**src/rtl/regfile_pkg.sv**
```systemverilog
`default_nettype none
// ============================================================================
//  Module   : regfile_pkg
//  Purpose  : Shared defaults and width helpers for the scoreboarded
//             register file (regfile_sb and regfile_scoreboard).
//  Revision : 1.0 - initial release
// ============================================================================
package regfile_pkg;

    // Default configuration values used by the register file parameters.
    localparam int          c_DEF_XLEN     = 32;
    localparam int          c_DEF_NREG     = 32;
    localparam logic [63:0] c_DEF_RESET_PC = 64'h0;

    // Address width for a power-of-two register count (NREG >= 2).
    function automatic int calc_aw(input int nreg);
        return $clog2(nreg);
    endfunction

endpackage : regfile_pkg
`default_nettype wire

```
**src/rtl/regfile_scoreboard.sv**
```systemverilog
`default_nettype none
// ============================================================================
//  Module   : regfile_scoreboard
//  Purpose  : Per-register busy bits with set/clear/flush priority and a
//             registered population count of the pending registers.
//  Revision : 1.0 - initial release
// ============================================================================
module regfile_scoreboard
    import regfile_pkg::*;
#(
    parameter int   NREG = c_DEF_NREG,
    localparam int  AW   = calc_aw(NREG)
) (
    input  logic            clk,
    input  logic            rst_n,
    input  logic            we,
    input  logic [AW-1:0]   wa,
    input  logic            iss_v,
    input  logic [AW-1:0]   iss_rd,
    input  logic            flush,
    output logic [NREG-1:0] busy,
    output logic [AW:0]     busy_cnt
);

    logic [NREG-1:0] r_busy;
    logic [NREG-1:0] w_busy_nxt;
    logic [AW:0]     r_cnt;
    logic [AW:0]     w_cnt_nxt;

    // Next busy vector: flush clears everything and blocks issue; otherwise
    // the write-back clear is applied first so a same-register issue wins.
    always_comb begin
        w_busy_nxt = r_busy;
        if (flush) begin
            w_busy_nxt = '0;
        end else begin
            if (we && (wa != '0)) begin
                w_busy_nxt[wa] = 1'b0;
            end
            if (iss_v && (iss_rd != '0)) begin
                w_busy_nxt[iss_rd] = 1'b1;
            end
        end
        w_busy_nxt[0] = 1'b0;
    end

    // Population count of the next busy vector so the count tracks the bits.
    always_comb begin
        w_cnt_nxt = '0;
        for (int i = 0; i < NREG; i++) begin
            w_cnt_nxt = w_cnt_nxt + (AW+1)'(w_busy_nxt[i]);
        end
    end

    // Busy bits and their count update together on the same edge.
    always_ff @(posedge clk) begin
        if (!rst_n) begin
            r_busy <= '0;
            r_cnt  <= '0;
        end else begin
            r_busy <= w_busy_nxt;
            r_cnt  <= w_cnt_nxt;
        end
    end

    assign busy     = r_busy;
    assign busy_cnt = r_cnt;

endmodule : regfile_scoreboard
`default_nettype wire

```
**src/rtl/regfile_sb.sv**
```systemverilog
`default_nettype none
// ============================================================================
//  Module   : regfile_sb
//  Purpose  : Flip-flop register file with NRP combinational read ports,
//             optional write-to-read forwarding, a busy-bit scoreboard and
//             a program counter register.
//  Revision : 1.0 - initial release
// ============================================================================
module regfile_sb
    import regfile_pkg::*;
#(
    parameter int               XLEN     = c_DEF_XLEN,
    parameter int               NREG     = c_DEF_NREG,
    parameter int               NRP      = 2,
    parameter int               FWD      = 1,
    parameter logic [XLEN-1:0]  RESET_PC = XLEN'(c_DEF_RESET_PC),
    localparam int              AW       = calc_aw(NREG)
) (
    input  logic                clk,
    input  logic                rst_n,
    input  logic                we,
    input  logic [AW-1:0]       wa,
    input  logic [XLEN-1:0]     wd,
    input  logic [NRP*AW-1:0]   ra,
    output logic [NRP*XLEN-1:0] rd,
    output logic [NRP-1:0]      rd_busy,
    input  logic                iss_v,
    input  logic [AW-1:0]       iss_rd,
    input  logic                flush,
    input  logic                pc_we,
    input  logic [XLEN-1:0]     pc_in,
    output logic [XLEN-1:0]     pc_out,
    output logic [AW:0]         busy_cnt
);

    logic [XLEN-1:0] r_regs [NREG];
    logic [XLEN-1:0] r_pc;
    logic [NREG-1:0] w_busy;
    logic            w_wr_en;

    // x0 is hardwired to zero, so writes to it never take effect.
    assign w_wr_en = we && (wa != '0);

    // Register storage; x0 stays at its reset value of zero.
    always_ff @(posedge clk) begin
        if (!rst_n) begin
            for (int i = 0; i < NREG; i++) begin
                r_regs[i] <= '0;
            end
        end else if (w_wr_en) begin
            r_regs[wa] <= wd;
        end
    end

    // Program counter: load on pc_we, hold otherwise.
    always_ff @(posedge clk) begin
        if (!rst_n) begin
            r_pc <= RESET_PC;
        end else if (pc_we) begin
            r_pc <= pc_in;
        end
    end

    assign pc_out = r_pc;

    regfile_scoreboard #(
        .NREG     (NREG)
    ) u_scoreboard (
        .clk      (clk),
        .rst_n    (rst_n),
        .we       (we),
        .wa       (wa),
        .iss_v    (iss_v),
        .iss_rd   (iss_rd),
        .flush    (flush),
        .busy     (w_busy),
        .busy_cnt (busy_cnt)
    );

    // One combinational read port per lane; a same-cycle write to the read
    // address bypasses storage and masks the busy flag when forwarding is on.
    generate
        for (genvar g = 0; g < NRP; g++) begin : g_rp
            logic [AW-1:0] w_ra;
            logic          w_hit;

            assign w_ra  = ra[g*AW +: AW];
            assign w_hit = (FWD != 0) && w_wr_en && (wa == w_ra);

            assign rd[g*XLEN +: XLEN] = w_hit          ? wd :
                                        (w_ra == '0)   ? '0 :
                                                         r_regs[w_ra];
            assign rd_busy[g]         = w_hit ? 1'b0 : w_busy[w_ra];
        end
    endgenerate

endmodule : regfile_sb
`default_nettype wire

```
**config.mk**
```make
export PLATFORM = sky130hd
export DESIGN_NAME = regfile_sb
export DESIGN_NICKNAME = d
export VERILOG_FILES = /design/src/rtl/regfile_pkg.sv /design/src/rtl/regfile_scoreboard.sv /design/src/rtl/regfile_sb.sv
export SDC_FILE = /design/constraint.sdc
export NUM_CORES = 2
export LEC_CHECK = 0
export BUFFER_PORTS_ARGS = -buffer_cell sky130_fd_sc_hd__buf_4
export CAP_MARGIN = 20
export CORE_MARGIN = 1.5
export CORE_UTILIZATION = 52
export CTS_CLUSTER_DIAMETER = 50
export DETAILED_ROUTE_END_ITERATION = 8
export GPL_ROUTABILITY_DRIVEN = 0
export PLACE_DENSITY = 0.72
export REMOVE_ABC_BUFFERS = 1
export SLEW_MARGIN = 20
export SYNTH_ARGS = -nofsm -noshare
export SYNTH_HDL_FRONTEND = slang
export SYNTH_SLANG_ARGS = --single-unit
```
**constraint.sdc**
```tcl
create_clock -name clk -period 6.86 [get_ports clk]
set_input_delay 1.372 -clock clk [delete_from_list [all_inputs] [get_ports clk]]
set_output_delay 1.372 -clock clk [all_outputs]
set_load 0.1 [all_outputs]
```
==> flow_metrics.tcl <==
set metrics [dict create \
    period_share_pct 88.7 \
    grt_first_pass_wirelength_microns 275000 \
    synth_seq_cells 1093 \
    p_leak_nw 24.1 \
    nFillCells 8682 \
    antenna_left 0 \
    final-seq-area_sq_um 32100 \
    wl_per_cell_microns 32.9 \
    maxSlewHeadroom_pct 17.6 \
    synth_common_cells "1024 x edfxtp_1, 1002 x and2_1, 392 x mux4_2, 366 x mux2i_1, 262 x clkbuf_1" \
    critPathLaunchType "input port" \
    synth_area_leaders "edfxtp_1 52%, mux4_2 15%, and2_1 11%, mux2i_1 6.2%, dfxtp_1 2.3%" \
    fin_area_sq_um 66500 \
    critPathCaptureType "flip-flop" \
    start_util_pct 52.4 \
    postCtsHoldBufs 0 \
    synth_ff_type "edfxtp_1" \
    nNetsFinal 4400 \
    cts_setup_buffers 0 \
    ys_warn_count 0 \
    finalSetupTns_ps 0 \
    met1_usage_pct 44.1 \
    dp_hpwl_microns 119000 \
    r2r-end "u_scoreboard.busy_cnt[4]" \
    final_hold_viol_count 0 \
    required_ps 7460 \
    rows 123 \
    place_area_sq_um 62000 \
    cts_made_buffers 132 \
    setup_viol 0 \
    fin_util_pct 59.2 \
    synth_top_area_cell "edfxtp_1" \
    crit_path_max_incr_delay_ps 500 \
    rsz0062_at_grt "no" \
    first_global_vias 39100 \
    die_w_microns 340 \
    cp_max_fo 10 \
    ys_seq_area_share_pct 54.6 \
    grt_use_total_pct 33.3 \
    antenna_found_initial 7 \
    min_to "pc_out[10]" \
    cp_cell_sequence "buf_4 > nand2b_1 > nor2_1 > a22oi_1 > or2_2 > fa_1 > fa_1 > inv_1 > fa_1 > inv_1 > fa_1 > fa_1 > inv_1 > fa_1 > ha_1 > inv_1 > fa_1 > inv_1 > a21o_1 > a21oi_1 > xor2_1 > nor2_1" \
    crit_family "adder cells" \
    place_inst 5644 \
    grt-ovfl-total 0 \
    clock_sinks 1093 \
    synth_edf_count 1024 \
    reg2reg_depth 19 \
    syn_avg_cell_area_sq_um 14.0 \
    core_area_sq_um 112000 \
    critPathSlowestCell "fa_1" \
    cts_resized 0 \
    firstDrtPassIters 6 \
    switching_share_pct 27.5 \
    tightestPinTransition_ps 1200 \
    holdPathStages 2 \
    drv_slew 0 \
    port_buffers 193 \
    crit_type "in -> reg" \
    die-area_sq_um 115000 \
    cts_tree "done" \
    internal-power_mw 12.8 \
    min_period_ps 6090 \
    synth_top_area_share_pct 52.2 \
    switching_power_mw 4.85 \
    p_comb_share_pct 14.9 \
    skew_ps 22.4 \
    area_delta_synth_final_pct 12.9 \
    hold_class "reg -> reg" \
    drt-initial-drc-count 6145 \
    layoutNonFillerInstCount 5886 \
    drv_cap 0 \
    reg2reg_from "u_scoreboard.busy[15]" \
    viasPerCell 6.79 \
    grt_max_degree 85 \
    cts_max_path_buffers 3 \
    grt-busiest-layer "met2" \
    grt.met3_usage_pct 10.7 \
    pwr-share-seq_pct 44.4 \
    critPathArrivalTime_ps 6690 \
    max_clock_freq_mhz 164 \
    crit_buf_inv 6 \
    r2r_setup_slack_ps 1590 \
    async_flop_share_pct 0 \
    vias 40000 \
    ir_drop_mv 0.191 \
    pwr-share-clk_pct 40.7 \
    insertion_delay_ps 750 \
    chipHeight_microns 340 \
    multiInputGateArea_sq_um 25000 \
    synth.cell_area_sq_um 58900 \
    power_density_nw_per_um2 266 \
    met2_usage_pct 50.7 \
    cp_common_cell "fa_1" \
    synth_most_common_cell "edfxtp_1" \
    htree_levels 4 \
    wl_microns 194000 \
    status "finished clean" \
    min_from "pc_out[10]" \
    post_synth_inst_count 4194 \
    clkTransAtPathRegs_ps 50 \
    drcViolationCount 0 \
    cts_root_buf "clkbuf_16" \
    drive_gt1_share_pct 23.9 \
    io_pins 194 \
    netlist-cell-type-count 56 \
]
-- flip-flops by register name (all words and copies together) (netlist names) --
signal / cells
pc_out: 32
u_scoreboard.busy: 31
u_scoreboard.busy_cnt: 6
r_regs: 1024
-- final cells by class --
cell class / count / area share (%)
Multi-Input combinational cell: 2667 / 37.6
Sequential cell: 1093 / 48.3
Clock inverter: 79 / 1.35
Antenna cell: 4 / 0.0151
Timing Repair Buffer: 355 / 4.39
Inverter: 29 / 0.167
Clock buffer: 159 / 5.34
Tap cell: 1500 / 2.82
-- power groups by stage --
stage,logic [mW],clock network [mW],registers [mW]
detailed placement,2.58,0,7.97
global route,2.69,7.47,7.88
global placement,2.56,0,7.94
finish,2.63,7.19,7.84
floorplan,1.47,0,8.00
CTS,2.58,7.22,7.83
-- worst reg2reg max path, delay by kind of cell, from the launching register on --
family          cells  cell delay (ps)
fa+ha+maj           8             3660
compound gates      3              260
flops               1              390
buf+inv             5              310
xor+xnor            1              120
simple gates        2              370
-- how the worst max path moves through the flow --
stage | from | end | slack (ps) | cells past startpoint
after floorplan | wa[0] | u_scoreboard.busy_cnt[4] | 420 | 21
after global placement | iss_rd[4] | u_scoreboard.busy_cnt[4] | 90 | 22
after detailed placement | iss_rd[4] | u_scoreboard.busy_cnt[4] | 80 | 22
after CTS | iss_rd[4] | u_scoreboard.busy_cnt[4] | 840 | 22
after global routing | iss_rd[4] | u_scoreboard.busy_cnt[4] | 500 | 22
final | iss_rd[3] | u_scoreboard.busy_cnt[4] | 770 | 22
-- through the flow --
step | hold WS, ps | power, mW | worst slack (ps)
after floorplan | 541 | 9.46 | 421
after global placement | 473 | 10.5 | 86.5
after detailed placement | 486 | 10.5 | 79.3
after CTS | 502 | 17.6 | 835
after global routing | 521 | 18.0 | 497
final | 497 | 17.7 | 774
-- per-layer routing --
layer / vias up / wire (microns)
met4: 4 / 8060
met1: 20100 / 69100
met2: 3202 / 88400
met5: - / 27
li1: 16100 / -
met3: 545 / 28300
-- cell families after synthesis --
group                      synth area share (%)
adders and majority gates                 0.973
buffers and inverters                      3.68
muxes                                      21.3
AOI/OAI and AO/OA                          5.71
DFF                                        54.6
other                                   0.00637
xor gates and xnor gates                  0.178
and+or+nand+nor                            13.6
-- placed cells by master, fill, tap and decap left out, types with 6 or more instances in the layout --
cell type	instances
edfxtp_1	1024
and2_1	1002
mux4_2	392
mux2i_1	366
buf_4	332
a22oi_1	164
clkbuf_16	139
o22ai_1	127
nor2_1	85
a21oi_1	70
dfxtp_1	69
nand3_1	44
nand2_1	38
a22o_1	32
a32o_1	32
conb_1	32
nor4_1	31
inv_1	28
nor2_2	27
a211oi_1	26
nand2_2	23
fa_1	23
clkbuf_1	20
clkinv_2	18
clkinv_1	17
buf_12	17
or2_2	16
nor3_1	15
bufinv_16	15
nor2b_1	14
inv_6	12
nand2b_1	11
ha_1	9
nand4_1	7
a21o_1	7
nor2_4	7
o21ai_4	7
xnor2_1	6
xor2_1	6
Note: power is estimated with default switching activity, not from simulation.
